$ cat src/rtl/add_slice_sched_if.sv
// rtl/add_slice_sched_if.sv - request/response bundle between requesters, consumer and add_slice_sched
interface add_slice_sched_if #(
  parameter int WIDTH = 32
);
  logic             req0_valid;
  logic             req0_ready;
  logic [WIDTH-1:0] req0_a;
  logic [WIDTH-1:0] req0_b;
  logic             req1_valid;
  logic             req1_ready;
  logic [WIDTH-1:0] req1_a;
  logic [WIDTH-1:0] req1_b;
  logic             rsp_valid;
  logic             rsp_ready;
  logic             rsp_id;
  logic [WIDTH-1:0] rsp_sum;
  logic             rsp_cout;

  modport master (
    output req0_valid, req0_a, req0_b, req1_valid, req1_a, req1_b, rsp_ready,
    input  req0_ready, req1_ready, rsp_valid, rsp_id, rsp_sum, rsp_cout
  );

  modport slave (
    input  req0_valid, req0_a, req0_b, req1_valid, req1_a, req1_b, rsp_ready,
    output req0_ready, req1_ready, rsp_valid, rsp_id, rsp_sum, rsp_cout
  );
endinterface

$ cat src/rtl/add_slice_sched.sv
// rtl/add_slice_sched.sv - two-requester adder scheduler sharing one SLICE-bit adder, LS slice first
// Define ADDER_SEQ_RR_EN for round-robin arbitration; otherwise requester 0 has fixed priority.
module add_slice_sched #(
  parameter int WIDTH = 32,
  parameter int SLICE = 8
) (
  input logic              clk,
  input logic              rst,
  add_slice_sched_if.slave bus
);
  localparam int N  = WIDTH / SLICE;
  localparam int KW = (N > 1) ? $clog2(N) : 1;
  localparam logic [KW-1:0] K_LAST = KW'(N - 1);

  typedef enum logic [1:0] {IDLE, RUN, DONE} state_t;

  state_t                    state;
  logic [N-1:0][SLICE-1:0]   a_q;
  logic [N-1:0][SLICE-1:0]   b_q;
  logic [N-1:0][SLICE-1:0]   sum_q;
  logic [KW-1:0]             k_q;
  logic                      carry_q;
  logic                      id_q;
  logic                      cout_q;
  logic                      rsp_valid_q;
  logic                      grant;
  logic                      any_valid;
  logic [SLICE:0]            slice_sum;

`ifdef ADDER_SEQ_RR_EN
  logic last_q;

  // Contested cycles go to whoever was not granted last.
  always_comb begin
    if (bus.req0_valid && bus.req1_valid) grant = ~last_q;
    else                                  grant = ~bus.req0_valid;
  end
`else
  always_comb grant = ~bus.req0_valid;
`endif

  assign any_valid      = bus.req0_valid | bus.req1_valid;
  assign bus.req0_ready = (state == IDLE) & any_valid & ~grant;
  assign bus.req1_ready = (state == IDLE) & any_valid & grant;

  // The single shared slice adder; its result is consumed only in RUN.
  assign slice_sum = {1'b0, a_q[k_q]} + {1'b0, b_q[k_q]} + {{SLICE{1'b0}}, carry_q};

  assign bus.rsp_valid = rsp_valid_q;
  assign bus.rsp_id    = id_q;
  assign bus.rsp_sum   = sum_q;
  assign bus.rsp_cout  = cout_q;

  always_ff @(posedge clk) begin
    if (rst) begin
      state       <= IDLE;
      a_q         <= '0;
      b_q         <= '0;
      sum_q       <= '0;
      k_q         <= '0;
      carry_q     <= 1'b0;
      id_q        <= 1'b0;
      cout_q      <= 1'b0;
      rsp_valid_q <= 1'b0;
`ifdef ADDER_SEQ_RR_EN
      last_q      <= 1'b1;
`endif
    end else begin
      case (state)
        IDLE: begin
          if (any_valid) begin
            a_q     <= grant ? bus.req1_a : bus.req0_a;
            b_q     <= grant ? bus.req1_b : bus.req0_b;
            id_q    <= grant;
            k_q     <= '0;
            carry_q <= 1'b0;
            state   <= RUN;
`ifdef ADDER_SEQ_RR_EN
            last_q  <= grant;
`endif
          end
        end
        RUN: begin
          sum_q[k_q] <= slice_sum[SLICE-1:0];
          carry_q    <= slice_sum[SLICE];
          if (k_q == K_LAST) begin
            cout_q      <= slice_sum[SLICE];
            rsp_valid_q <= 1'b1;
            state       <= DONE;
          end else begin
            k_q <= k_q + 1'b1;
          end
        end
        DONE: begin
          if (bus.rsp_ready) begin
            rsp_valid_q <= 1'b0;
            state       <= IDLE;
          end
        end
        default: state <= IDLE;
      endcase
    end
  end
endmodule
$ cat src/flat_wrapper.sv
// flat-port wrapper written by rule: the top's interface ports become plain ports
module add_slice_sched_flat 
#(
  parameter int WIDTH = 32,
  parameter int SLICE = 8
)
  (clk, rst, bus_req0_valid, bus_req0_a, bus_req0_b, bus_req1_valid, bus_req1_a, bus_req1_b, bus_rsp_ready, bus_req0_ready, bus_req1_ready, bus_rsp_valid, bus_rsp_id, bus_rsp_sum, bus_rsp_cout);
  add_slice_sched_if #(.WIDTH(WIDTH)) bus_i ();
  input logic clk;
  input logic rst;
  input wire logic [$bits(bus_i.req0_valid)-1:0] bus_req0_valid;
  input wire logic [$bits(bus_i.req0_a)-1:0] bus_req0_a;
  input wire logic [$bits(bus_i.req0_b)-1:0] bus_req0_b;
  input wire logic [$bits(bus_i.req1_valid)-1:0] bus_req1_valid;
  input wire logic [$bits(bus_i.req1_a)-1:0] bus_req1_a;
  input wire logic [$bits(bus_i.req1_b)-1:0] bus_req1_b;
  input wire logic [$bits(bus_i.rsp_ready)-1:0] bus_rsp_ready;
  output wire logic [$bits(bus_i.req0_ready)-1:0] bus_req0_ready;
  output wire logic [$bits(bus_i.req1_ready)-1:0] bus_req1_ready;
  output wire logic [$bits(bus_i.rsp_valid)-1:0] bus_rsp_valid;
  output wire logic [$bits(bus_i.rsp_id)-1:0] bus_rsp_id;
  output wire logic [$bits(bus_i.rsp_sum)-1:0] bus_rsp_sum;
  output wire logic [$bits(bus_i.rsp_cout)-1:0] bus_rsp_cout;
  assign bus_i.req0_valid = bus_req0_valid;
  assign bus_i.req0_a = bus_req0_a;
  assign bus_i.req0_b = bus_req0_b;
  assign bus_i.req1_valid = bus_req1_valid;
  assign bus_i.req1_a = bus_req1_a;
  assign bus_i.req1_b = bus_req1_b;
  assign bus_i.rsp_ready = bus_rsp_ready;
  assign bus_req0_ready = bus_i.req0_ready;
  assign bus_req1_ready = bus_i.req1_ready;
  assign bus_rsp_valid = bus_i.rsp_valid;
  assign bus_rsp_id = bus_i.rsp_id;
  assign bus_rsp_sum = bus_i.rsp_sum;
  assign bus_rsp_cout = bus_i.rsp_cout;
  add_slice_sched #(.WIDTH(WIDTH), .SLICE(SLICE)) u_core (.clk(clk), .rst(rst), .bus(bus_i));
endmodule
$ cat config.mk
export PLATFORM = sky130hd
export DESIGN_NAME = add_slice_sched_flat
export DESIGN_NICKNAME = d
export VERILOG_FILES = /design/src/rtl/add_slice_sched_if.sv /design/src/rtl/add_slice_sched.sv /design/src/flat_wrapper.sv
export SDC_FILE = /design/constraint.sdc
export NUM_CORES = 1
export LEC_CHECK = 0
export ABC_AREA = 1
export BUFFER_PORTS_ARGS = -buffer_cell sky130_fd_sc_hd__buf_2
export CORE_ASPECT_RATIO = 1.75
export CORE_MARGIN = 2
export CORE_UTILIZATION = 48
export DETAILED_ROUTE_END_ITERATION = 10
export GPL_TIMING_DRIVEN = 1
export PLACE_DENSITY = 0.79
export SLEW_MARGIN = 10
export SYNTH_ARGS = -nofsm -noshare
export SYNTH_HDL_FRONTEND = slang
export SYNTH_SLANG_ARGS = --single-unit
$ cat constraint.sdc
create_clock -name clk -period 4.47 [get_ports clk]
set_input_delay 0.2235 -clock clk [delete_from_list [all_inputs] [get_ports clk]]
set_output_delay 0.2235 -clock clk [all_outputs]
set_load 0.01 [all_outputs]
---- Word level (Yosys, flattened, before mapping) ----
Index checks and enable logic that the tools add are counted.
storage, ports and cells
  bits in registers ....................... 104
cells by class
  magnitude comparators ................... 2
  add/sub/neg operators ................... 3
  bitwise operators ....................... 5
  muxes and demuxes ....................... 21
  equality and inequality tests ........... 7
  reductions and logical operators ........ 10
operators by type and width
  cell                                                                number
  2-to-1 mux 32 bit                                                   2
  binary-select mux 8 bit (select 2 bit)                              2
  bitwise mux 32 bit                                                  1
  2-to-1 mux 8 bit                                                    3
  demux 8 bit (select 2 bit)                                          1
  2-to-1 mux 2 bit                                                    5
  adder 8 x 8 -> 9 bit                                                1
  adder 9 x 1 -> 9 bit                                                1
  AND reduction 3 bit                                                 3
  one-hot mux 2 bit (3 select lines)                                  1
  AND reduction 2 bit                                                 3
  == test 2 bit (second input constant)                               2
  != test 2 x 1 -> 1 bit (second input constant)                      2
  != test 2 bit (second input constant)                               2
  one-hot mux 1 bit (2 select lines)                                  2
  one-hot mux 2 bit (2 select lines)                                  1
  nonzero test 2 bit                                                  2
  AND 1 bit                                                           3
  less-than comparator 2 x 3 -> 1 bit (second input constant)         1
  2-to-1 mux 1 bit                                                    3
  adder 2 x 1 -> 2 bit (second input constant)                        1
  == test 2 x 1 -> 1 bit (second input constant)                      1
  greater-or-equal comparator 2 x 1 -> 1 bit (second input constant)  1
  logical NOT 2 bit                                                   1
  other kinds (3)                                                     3

---- Depth between registers and ports, before layout ----
Gate-level depths: netlist (run 1).
  depth after elaboration ................. 5
  gate-level depth with buffers ........... 16
  depth with buffers taken out ............ 14

---- Least setup slack after synthesis (run 1) ----
Ideal clock, no wire load.
  kind .................................... reg-to-reg
  start point ............................. register u_core.k_q[0]
  end point ............................... register u_core.sum_q, in the netlist u_core.bus.rsp_sum[12]
  arrival ................................. 2.494 ns
  library setup time ...................... 0.109 ns
  slack ................................... 1.867 ns
  stages on the path, launching flop included .. 14
  period minus slack after synthesis ...... 2.603 ns
  buffers on the path ..................... 2
  path through ............................ dfxtp_1 > clkbuf_1 > buf_2 > nand2_1 > a32o_1 > fa_1 > fa_1 > inv_1 > nand2_1 > a21oi_1 > xnor2_1 > nand2_1 > nand2_1 > inv_1
between the ends
  cells in the longest elaborated chain, start to end .. 5
RTL lines
  item                                                                         line                                          source
  from (decl)                                                                  add_slice_sched.sv:21                         logic [KW-1:0] k_q;
  from (signal assigned)                                                       add_slice_sched.sv:91                         k_q <= k_q + 1'b1;
  binary-select mux 8 bit (select 2 bit) (tied with other cells)               add_slice_sched.sv:47                         assign slice_sum = {1'b0, a_q[k_q]} + {1'b0, b_q[k_q]} + {{SLICE{1'b0}}, carry_q};
  2-to-1 mux 8 bit (implied by the code) or logical AND 1 bit (tied branches)  add_slice_sched.sv:47, add_slice_sched.sv:84
  adder 8 x 8 -> 9 bit or 2-to-1 mux 8 bit (tied branches)                     add_slice_sched.sv:47, add_slice_sched.sv:84
  adder 9 x 1 -> 9 bit or demux 8 bit (select 2 bit) (tied branches)           -
  bitwise mux 32 bit *                                                         add_slice_sched.sv:84                         sum_q[k_q] <= slice_sum[SLICE-1:0];
  to (signal, indexed assignment)                                              add_slice_sched.sv:84
  to (decl)                                                                    add_slice_sched.sv:20                         logic [N-1:0][SLICE-1:0] sum_q;
Every way passes the cells marked *; elsewhere a longest branch is shown, timed or not. The select of a mux whose other input is x is not followed.
A chain may end at the register's enable or synchronous reset.

---- Final worst setup path (run 1) ----
  start point ............................. register u_core.k_q[0]
  end point ............................... register u_core.sum_q, in the netlist u_core.bus.rsp_sum[20]
Same word-level chain as after synthesis.

==> results of run 1 <==
[flip-flops by register name (all words and copies together), names as in the netlist]
register / cells
u_core.a_q: 32
u_core.b_q: 32
u_core.bus.rsp_cout: 1
u_core.bus.rsp_id: 1
u_core.bus.rsp_sum: 32
u_core.bus.rsp_valid: 1
u_core.carry_q: 1
u_core.k_q: 2
u_core.state: 2
[power by group through the flow]
stage	Clock, mW	Combinational (mW)	Sequential (mW)
finish	0.793	0.495	1.04
global route	0.844	0.559	1.05
CTS	0.804	0.495	1.04
detailed placement	0	0.493	1.06
global placement	0	0.487	1.06
floorplan	0	0.341	1.05
[layer usage]
layer,track usage,vias to the layer above,share of wire,routed length [um]
met5,0,-,0,0
met4,0.124,0,0.042,595
met3,0.0384,44,0.037,517
met2,0.458,152,0.54,7600
met1,0.276,2314,0.38,5290
li1,-,2599,-,-
[critical path, cell delays in order, from the launching register on]
cell and delay [ns]:
dfxtp_1 0.30, buf_4 0.22, inv_2 0.45, nand2_1 0.11, a32o_1 0.25, fa_1 0.45
fa_1 0.43, inv_1 0.07, nand2_1 0.06, a21oi_1 0.21, xnor2_1 0.21, nand2_1 0.09
nand2_1 0.08, inv_1 0.03
[final cells by class]
| type | count | area, sq um | share of cell area |
|---|---|---|---|
| Timing Repair Buffer | 174 | 883 | 0.145 |
| Tap cell | 127 | 159 | 0.0260 |
| Clock buffer | 9 | 225 | 0.0369 |
| Sequential cell | 104 | 2080 | 0.341 |
| Clock inverter | 7 | 81.3 | 0.0133 |
| Inverter | 48 | 180 | 0.0295 |
| Multi-Input combinational cell | 503 | 2490 | 0.408 |
[Yosys cell counts, drive strengths merged]
cell,n
a21oi,25
a22oi,1
a31oi,64
a32o,2
a32oi,2
and2,1
buf,27
clkbuf,19
dfxtp,104
fa,2
ha,11
inv,48
nand2,260
nand3,18
nand3b,2
nand4,1
nor2,37
nor3,1
o21a,22
o21ai,38
o22ai,12
or2,1
xnor2,2
xor2,1
[how the worst max path moves through the flow]
stage	start	endpoint	depth (start not counted)
4_1_cts	u_core.k_q[0]	u_core.bus.rsp_sum[20]	13
5_1_grt	u_core.k_q[0]	u_core.bus.rsp_sum[20]	13
2_1_floorplan	u_core.k_q[0]	u_core.bus.rsp_sum[12]	13
6_report	u_core.k_q[0]	u_core.bus.rsp_sum[20]	13
3_3_place_gp	u_core.k_q[0]	u_core.bus.rsp_sum[20]	13
3_5_place_dp	u_core.k_q[0]	u_core.bus.rsp_sum[20]	13
[logic make-up (layout without fill, tap and decap cells)]
kind of cell | Yosys count | count (layout) | share of synthesized area
DFF | 104 | 104 | 0.418
xor gates and xnor gates | 3 | 3 | 0.00528
adders and majority gates | 13 | 13 | 0.0357
and+or+nand+nor | 321 | 321 | 0.253
AOI/OAI and AO/OA | 166 | 166 | 0.203
buffers and inverters | 94 | 238 | 0.0840
==> summary.md, run 1 <==
| Metric | Value |
|---|---|
| Power Density | `382 nW/um^2` |
| Gr usage total | `0.253` |
| Via count | `5,109` |
| Total Neg Setup Slack | `0 ns` |
| Netlist area before placement | `4980 sq um` |
| Reg-to-Reg Start | `u_core.k_q[0]` |
| Reg power frac | `0.448` |
| Slew headroom | `0.510` |
| Post-synthesis cell type count | `32` |
| Switching pwr | `0.706 mW` |
| Crit path time final | `3.05 ns` |
| Avg Cell Area, Syn | `7.10 sq um` |
| First-pass GRT wire length | `22.2 mm` |
| Area growth, synth to finish | `22.6%` |
| Max Cap Viol | `0` |
| Io pins | `170` |
| Hold Crit Start | `bus_req1_a[0]` |
| Clock Latency Late Sink | `0.35 ns` |
| Via-per-instance ratio | `5.26` |
| TritonCTS clock tree | `yes` |
| Share of layout cells above drive strength 1 | `0.243` |
| Pre-CTS setup slack | `1.45 ns` |
| R2R cell count | `13` |
| Clock root buffer | `clkbuf_16` |
| Clock transition at path regs | `0.07 ns` |
| Hold Path Sink | `u_core.a_q[0]` |
| Largest net degree at the start of global routing | `72` |
| Remaining antenna violation count | `0` |
| Class of the worst hold path | `in -> reg` |
| Post-Synthesis Net Count | `847` |
| Die Wd | `81.0 um` |
| Final setup violating endpoints | `0` |
| CTS resizes | `0` |
| TritonCTS Sinks | `104` |
| Hpwl dp | `10.6 mm` |
| Inserted Clock Buffers | `9` |
| Congestion Overflow GR | `0` |
| First-iteration detailed-routing DRC count | `229` |
| Startpoint Class | `flop` |
| Die Height | `139 um` |
| Crit Path Class | `reg -> reg` |
| Drt total wl | `14.0 mm` |
| Largest cells by area after synthesis | `dfxtp_1 (42%), nand2_1 (20%), a31oi_1 (8.0%), o21a_1 (3.3%), inv_1 (3.0%)` |
| Placed cell count | `956` |
| Final core occ | `0.599` |
| CP Max Fanout | `36` |
| Placed inst area | `5790 sq um` |
| Die area | `11,200 sq um` |
| Nets | `986` |
| R2R Setup Slk | `1.42 ns` |
| Starting Density | `0.489` |
| IO buf count | `169` |
| Max-slew violation count | `0` |
| GPL Wtd Cong | `0.872` |
| Critical Path RT | `4.72 ns` |
| Post-layout power | `2.33 mW` |
| Synth warn | `0` |
| Diodes inserted | `0` |
| Clock skew | `0.00421 ns` |
| Filler Cell Count | `1,011` |
| Measured slew at the worst slew-check pin | `0.736 ns` |
| Hold WS | `0.129 ns` |
| Switching Fraction | `0.303` |
| Status | `completed` |
| Reg2reg end | `u_core.bus.rsp_sum[20]` |
| Row cnt | `49` |
| Worst Slack Setup Final | `1.42 ns` |
| Gate Count Post-Synth | `701` |
| Maximum clock rate | `328 MHz` |
| Commonest non-fill, non-tap cell in the layout | `nand2_1` |
| Cell area after layout | `6100 sq um` |
| Vias in the first global route | `4,790` |
| Routed length per instance | `14.4 um` |
| Critical path endpoint category | `flop` |
| Postcts setup bufs | `0` |
| Register area share after synthesis | `0.418` |
| H-tree Lvls | `3` |
| Top-area cell type share of the netlist area | `0.418` |
| Commonest cells after routing, fill and taps aside | `nand2_1 (259), buf_2 (169), dfxtp_1 (104)` |
| Critical path arrival | `3.30 ns` |
| Drt drc | `0` |
| Synth Register Bits | `104` |
| Post-route insts no fill | `972` |
| Internal | `1.63 mW` |
| Core area | `10,200 sq um` |
| Top cell type by total area after synthesis | `dfxtp_1` |
| Clock power frac | `0.340` |
| Antenna violations before repair | `0` |
| Clock buffer depth | `2` |
| Peak VDD IR | `0.262 mV` |
| Final period util | `0.682` |
| Lkg Pwr | `2.84 nW` |
| First-pass DRT Iterations | `5` |
| RSZ-0062 raised after global routing | `false` |
| Post-CTS Hold Buffers | `0` |
| Logic pwr share | `0.212` |
| Hold Fails Final Rpt | `0` |
| Hold Path Depth | `3` |
(Power assumes the default switching activity.)
==> run 2, diff against run 1 <==
- clock period: 4.47 -> 3.1 ns (I/O delays scaled with it)
==> summary.md, run 2 (synthesis gave the netlist of run 1 again) <==
| Metric | Value |
|---|---|
| Largest net degree at the start of global routing | `71` |
| Area growth, synth to finish | `23.3%` |
| Reg-to-Reg Start | `u_core.k_q[0]` |
| Drt total wl | `14.4 mm` |
| Clock transition at path regs | `0.07 ns` |
| Max-slew violation count | `0` |
| Inserted Clock Buffers | `9` |
| Hold Fails Final Rpt | `0` |
| R2R Setup Slk | `0.41 ns` |
| TritonCTS Sinks | `104` |
| Congestion Overflow GR | `0` |
| GPL Wtd Cong | `0.932` |
| GR Layer Usage met2 | `0.463` |
| Maximum clock rate | `372 MHz` |
| Gr usage total | `0.261` |
| Diodes inserted | `0` |
| Lkg Pwr | `2.87 nW` |
| Clock skew | `0.00576 ns` |
| Commonest cells after routing, fill and taps aside | `nand2_1 (259), buf_2 (169), dfxtp_1 (104)` |
| Vias in the first global route | `4,893` |
| CP startpoint | `u_core.k_q[0]` |
| Gr busiest metal | `met2` |
| Power Density | `559 nW/um^2` |
| Drt drc | `0` |
| Startpoint Class | `flop` |
| Hpwl dp | `10.8 mm` |
| Switching Fraction | `0.294` |
| Logic pwr share | `0.211` |
| Via count | `5,185` |
| IO buf count | `169` |
| Clock buffer depth | `2` |
| Total Neg Setup Slack | `0 ns` |
| Met3 Use GR | `0.0410` |
| Switching pwr | `1.01 mW` |
| Post-CTS Hold Buffers | `0` |
| Remaining antenna violation count | `0` |
| Starting Density | `0.489` |
| Reg power frac | `0.440` |
| Clock Latency Late Sink | `0.35 ns` |
| Crit Path Class | `reg -> reg` |
| CTS resizes | `0` |
| Final setup violating endpoints | `0` |
| First-pass GRT wire length | `22.8 mm` |
| Via-per-instance ratio | `5.31` |
| Slew headroom | `0.529` |
| Commonest non-fill, non-tap cell in the layout | `nand2_1` |
| Final period util | `0.868` |
| Critical Path RT | `3.35 ns` |
| Sequential standard cell area | `2080 sq um` |
| Hold Crit Start | `bus_req1_b[27]` |
| Postcts setup bufs | `0` |
| Post-route insts no fill | `976` |
| Class of the worst hold path | `in -> reg` |
| Io pins | `170` |
| First-iteration detailed-routing DRC count | `274` |
| Critical path arrival | `2.94 ns` |
| Clock root buffer | `clkbuf_16` |
| Row cnt | `49` |
| Measured slew at the worst slew-check pin | `0.706 ns` |
| Antenna violations before repair | `0` |
| Critical path endpoint category | `flop` |
| TritonCTS clock tree | `yes` |
| Core area | `10,200 sq um` |
| Filler Cell Count | `1,014` |
| Share of layout cells above drive strength 1 | `0.244` |
| CP Max Fanout | `14` |
| First-pass DRT Iterations | `5` |
| Die area | `11,200 sq um` |
| Routed length per instance | `14.7 um` |
| H-tree Lvls | `3` |
| RSZ-0062 raised after global routing | `false` |
| Die Wd | `81.0 um` |
| Crit path time final | `2.69 ns` |
| Placed cell count | `960` |
| Nets | `990` |
| Clock power frac | `0.350` |
| Internal | `2.42 mW` |
| Status | `completed` |
| Die Height | `139 um` |
| Multi-input gate area | `2490 sq um` |
| Max Cap Viol | `0` |
| GRT met1 Usage | `0.290` |
| Peak VDD IR | `0.383 mV` |
run 2: cell types whose count changed in the layout (fill, tap and decap cells not counted), sizes merged:
| cell | delta |
|---|---|
| buf | +4 |
| bufinv | +1 |
| clkbuf | +2 |
| clkinv | -2 |
| inv | -1 |
run 2: final cells by class:
class | instances | area share
Clock buffer | 11 | 0.0379
Multi-Input combinational cell | 503 | 0.406
Timing Repair Buffer | 178 | 0.149
Sequential cell | 104 | 0.339
Tap cell | 127 | 0.0259
Clock inverter | 5 | 0.0132
Inverter | 48 | 0.0294
run 2: per-layer routing:
metal | part of all wire | vias up
li1 | - | 2603
met1 | 0.37 | 2340
met5 | 0 | -
met2 | 0.53 | 196
met3 | 0.048 | 46
met4 | 0.049 | 0
run 2: path summary, 6_finish.rpt:
path | to | cells past startpoint
worst max-delay path | u_core.bus.rsp_sum[12] | 11
worst min-delay path | u_core.b_q[27] | 3
worst max register to register | u_core.bus.rsp_sum[12] | 11
worst min register to register | u_core.bus.rsp_valid | 2
run 2: power groups by stage:
stage / Sequential, mW / Clock [mW] / Combinational, mW
after global placement: 1.53 / 0 / 0.711
after global routing: 1.51 / 1.25 / 0.819
after detailed placement: 1.53 / 0 / 0.718
after CTS: 1.51 / 1.21 / 0.723
final: 1.51 / 1.20 / 0.723
after floorplan: 1.51 / 0 / 0.491
run 2: worst max-delay path, cell delays in order, from the launching register on:
cell	delay, ns
dfxtp_1	0.62
a21oi_1	0.13
a32o_1	0.24
fa_1	0.43
fa_1	0.42
inv_1	0.07
nand2_1	0.06
a21oi_1	0.20
xnor2_1	0.21
nand2_1	0.08
nand2_1	0.08
inv_1	0.04
run 2: per-stage QoR:
| step | cell area (sq um) | hold slack (ns) | power (mW) | setup WS [ns] | utilization |
|---|---|---|---|---|---|
| final | 6140 | 0.0589 | 3.43 | 0.409 | 0.603 |
| after global placement | 5820 | 0.416 | 2.24 | 0.521 | 0.572 |
| after CTS | 6140 | 0.0560 | 3.43 | 0.424 | 0.603 |
| after detailed placement | 5820 | 0.422 | 2.25 | 0.451 | 0.572 |
| after global routing | 6140 | 0.0687 | 3.59 | 0.0649 | 0.603 |
| after floorplan | 4980 | 0.312 | 2.01 | 0.497 | - |
==> run 3, diff against run 2 <==
- MAX_ROUTING_LAYER: default -> met4
- clock period: 3.1 -> 2.6 ns (I/O delays scaled with it)
==> summary.md, run 3 (synthesis gave the netlist of run 1 again) <==
| Metric | Value |
|---|---|
| Clock skew | `0.00698 ns` |
| Nets | `994` |
| Clock root buffer | `clkbuf_16` |
| Area growth, synth to finish | `24.7%` |
| Maximum clock rate | `406 MHz` |
| Post-layout power | `4.13 mW` |
| Hold Fails Final Rpt | `0` |
| Congestion Overflow GR | `0` |
| IO buf count | `169` |
| First-pass GRT wire length | `23.0 mm` |
| First-pass DRT Iterations | `5` |
| Vias in the first global route | `4,870` |
| Commonest non-fill, non-tap cell in the layout | `nand2_1` |
| Gr usage total | `0.271` |
| Class of the worst hold path | `in -> reg` |
| Clock buffer depth | `2` |
| Post-route insts no fill | `978` |
| Lkg Pwr | `2.90 nW` |
| TritonCTS Sinks | `104` |
| R2R cell count | `13` |
| Hold WS | `0.0407 ns` |
| Critical path endpoint category | `flop` |
| Core area | `10,200 sq um` |
| Drt drc | `0` |
| Clock Latency Late Sink | `0.34 ns` |
| Status | `completed` |
| Row cnt | `49` |
| Hold Path Depth | `3` |
| Max-slew violation count | `0` |
| Post-CTS Hold Buffers | `0` |
| Via count | `5,192` |
| CP Max Fanout | `11` |
| Crit Path Class | `reg -> reg` |
| First-iteration detailed-routing DRC count | `310` |
| Commonest cells after routing, fill and taps aside | `nand2_1 (259), buf_2 (169), dfxtp_1 (103)` |
| Clock transition at path regs | `0.07 ns` |
| Peak VDD IR | `0.412 mV` |
| GPL Wtd Cong | `0.920` |
| Io pins | `170` |
| Critical path arrival | `2.75 ns` |
| H-tree Lvls | `3` |
| Routed length per instance | `14.7 um` |
| Drt total wl | `14.4 mm` |
| Measured slew at the worst slew-check pin | `0.703 ns` |
| Starting Density | `0.489` |
| Share of layout cells above drive strength 1 | `0.251` |
| Final period util | `0.947` |
| Diodes inserted | `0` |
| Inserted Clock Buffers | `9` |
| Placed cell count | `964` |
| Power Density | `665 nW/um^2` |
| Largest net degree at the start of global routing | `71` |
| Total Neg Setup Slack | `0 ns` |
| Startpoint Class | `flop` |
| Cell area after layout | `6210 sq um` |
| Die area | `11,200 sq um` |
| Max Cap Viol | `0` |
| Die Height | `139 um` |
| Crit path time final | `2.46 ns` |
| Final setup violating endpoints | `0` |
| Die Wd | `81.0 um` |
| Hpwl dp | `10.7 mm` |
| RSZ-0062 raised after global routing | `false` |
| Remaining antenna violation count | `0` |
| Placed inst area | `5870 sq um` |
| Critical Path RT | `2.89 ns` |
| Slew headroom | `0.531` |
| TritonCTS clock tree | `yes` |
| Via-per-instance ratio | `5.31` |
| Antenna violations before repair | `0` |
[run 3: final timing paths]
| check | slack, ns | to | start |
|---|---|---|---|
| worst max-delay path | 0.14 | u_core.bus.rsp_cout | u_core.k_q[0] |
| worst min register to register | 0.46 | u_core.bus.rsp_valid | u_core.bus.rsp_valid |
| worst min-delay path | 0.04 | u_core.a_q[19] | bus_req1_a[19] |
| worst max register to register | 0.14 | u_core.bus.rsp_cout | u_core.k_q[0] |
[run 3: where the power goes]
part | internal (mW) | total [mW] | switching, mW | leakage, nW
sequential | 1.71 | 1.79 | 0.0853 | 0.853
clock | 0.860 | 1.43 | 0.568 | 0.148
combinational | 0.365 | 0.908 | 0.543 | 1.90
total | 2.93 | 4.13 | 1.20 | 2.90
[run 3: layout make-up]
type                    count  area (sq um)
fillers                  1003          3970
multi-input cells         503          2510
flip-flops and latches    104          2090
repair buffers            182           963
clock buffers              11           243
inverters                  48           183
well taps                 127           159
clock inverters             3          67.6
[run 3: what timing repair did]
item | 4_1_cts | 5_1_grt
setup endpoints to repair | 0 | 13
gates resized for setup | 0 | 8
buffers inserted | 0 | 0
[run 3: through the flow]
step                setup slack, ns  utilization
floorplan                    0.0315            -
global placement              0.104        0.576
detailed placement           0.0460        0.576
CTS                         0.00830        0.607
global route                0.00810        0.610
finish                        0.139        0.610
[run 3: routing by layer]
metal	vias up	global-route usage	routed length [um]
met5	-	-	0
met4	0	0.148	769
met3	51	0.0443	619
met2	194	0.461	7720
met1	2346	0.291	5300
li1	2601	-	-
[run 3: worst max-delay path: stages, from the launching register on]
cell,delay (ns)
dfxtp_4,0.39
inv_4,0.10
nand2_1,0.06
a32o_1,0.23
fa_1,0.46
fa_1,0.42
inv_1,0.07
nand2_1,0.07
a21oi_2,0.19
buf_4,0.14
nand4_1,0.10
nand3_1,0.10
nand2_1,0.05
inv_1,0.04
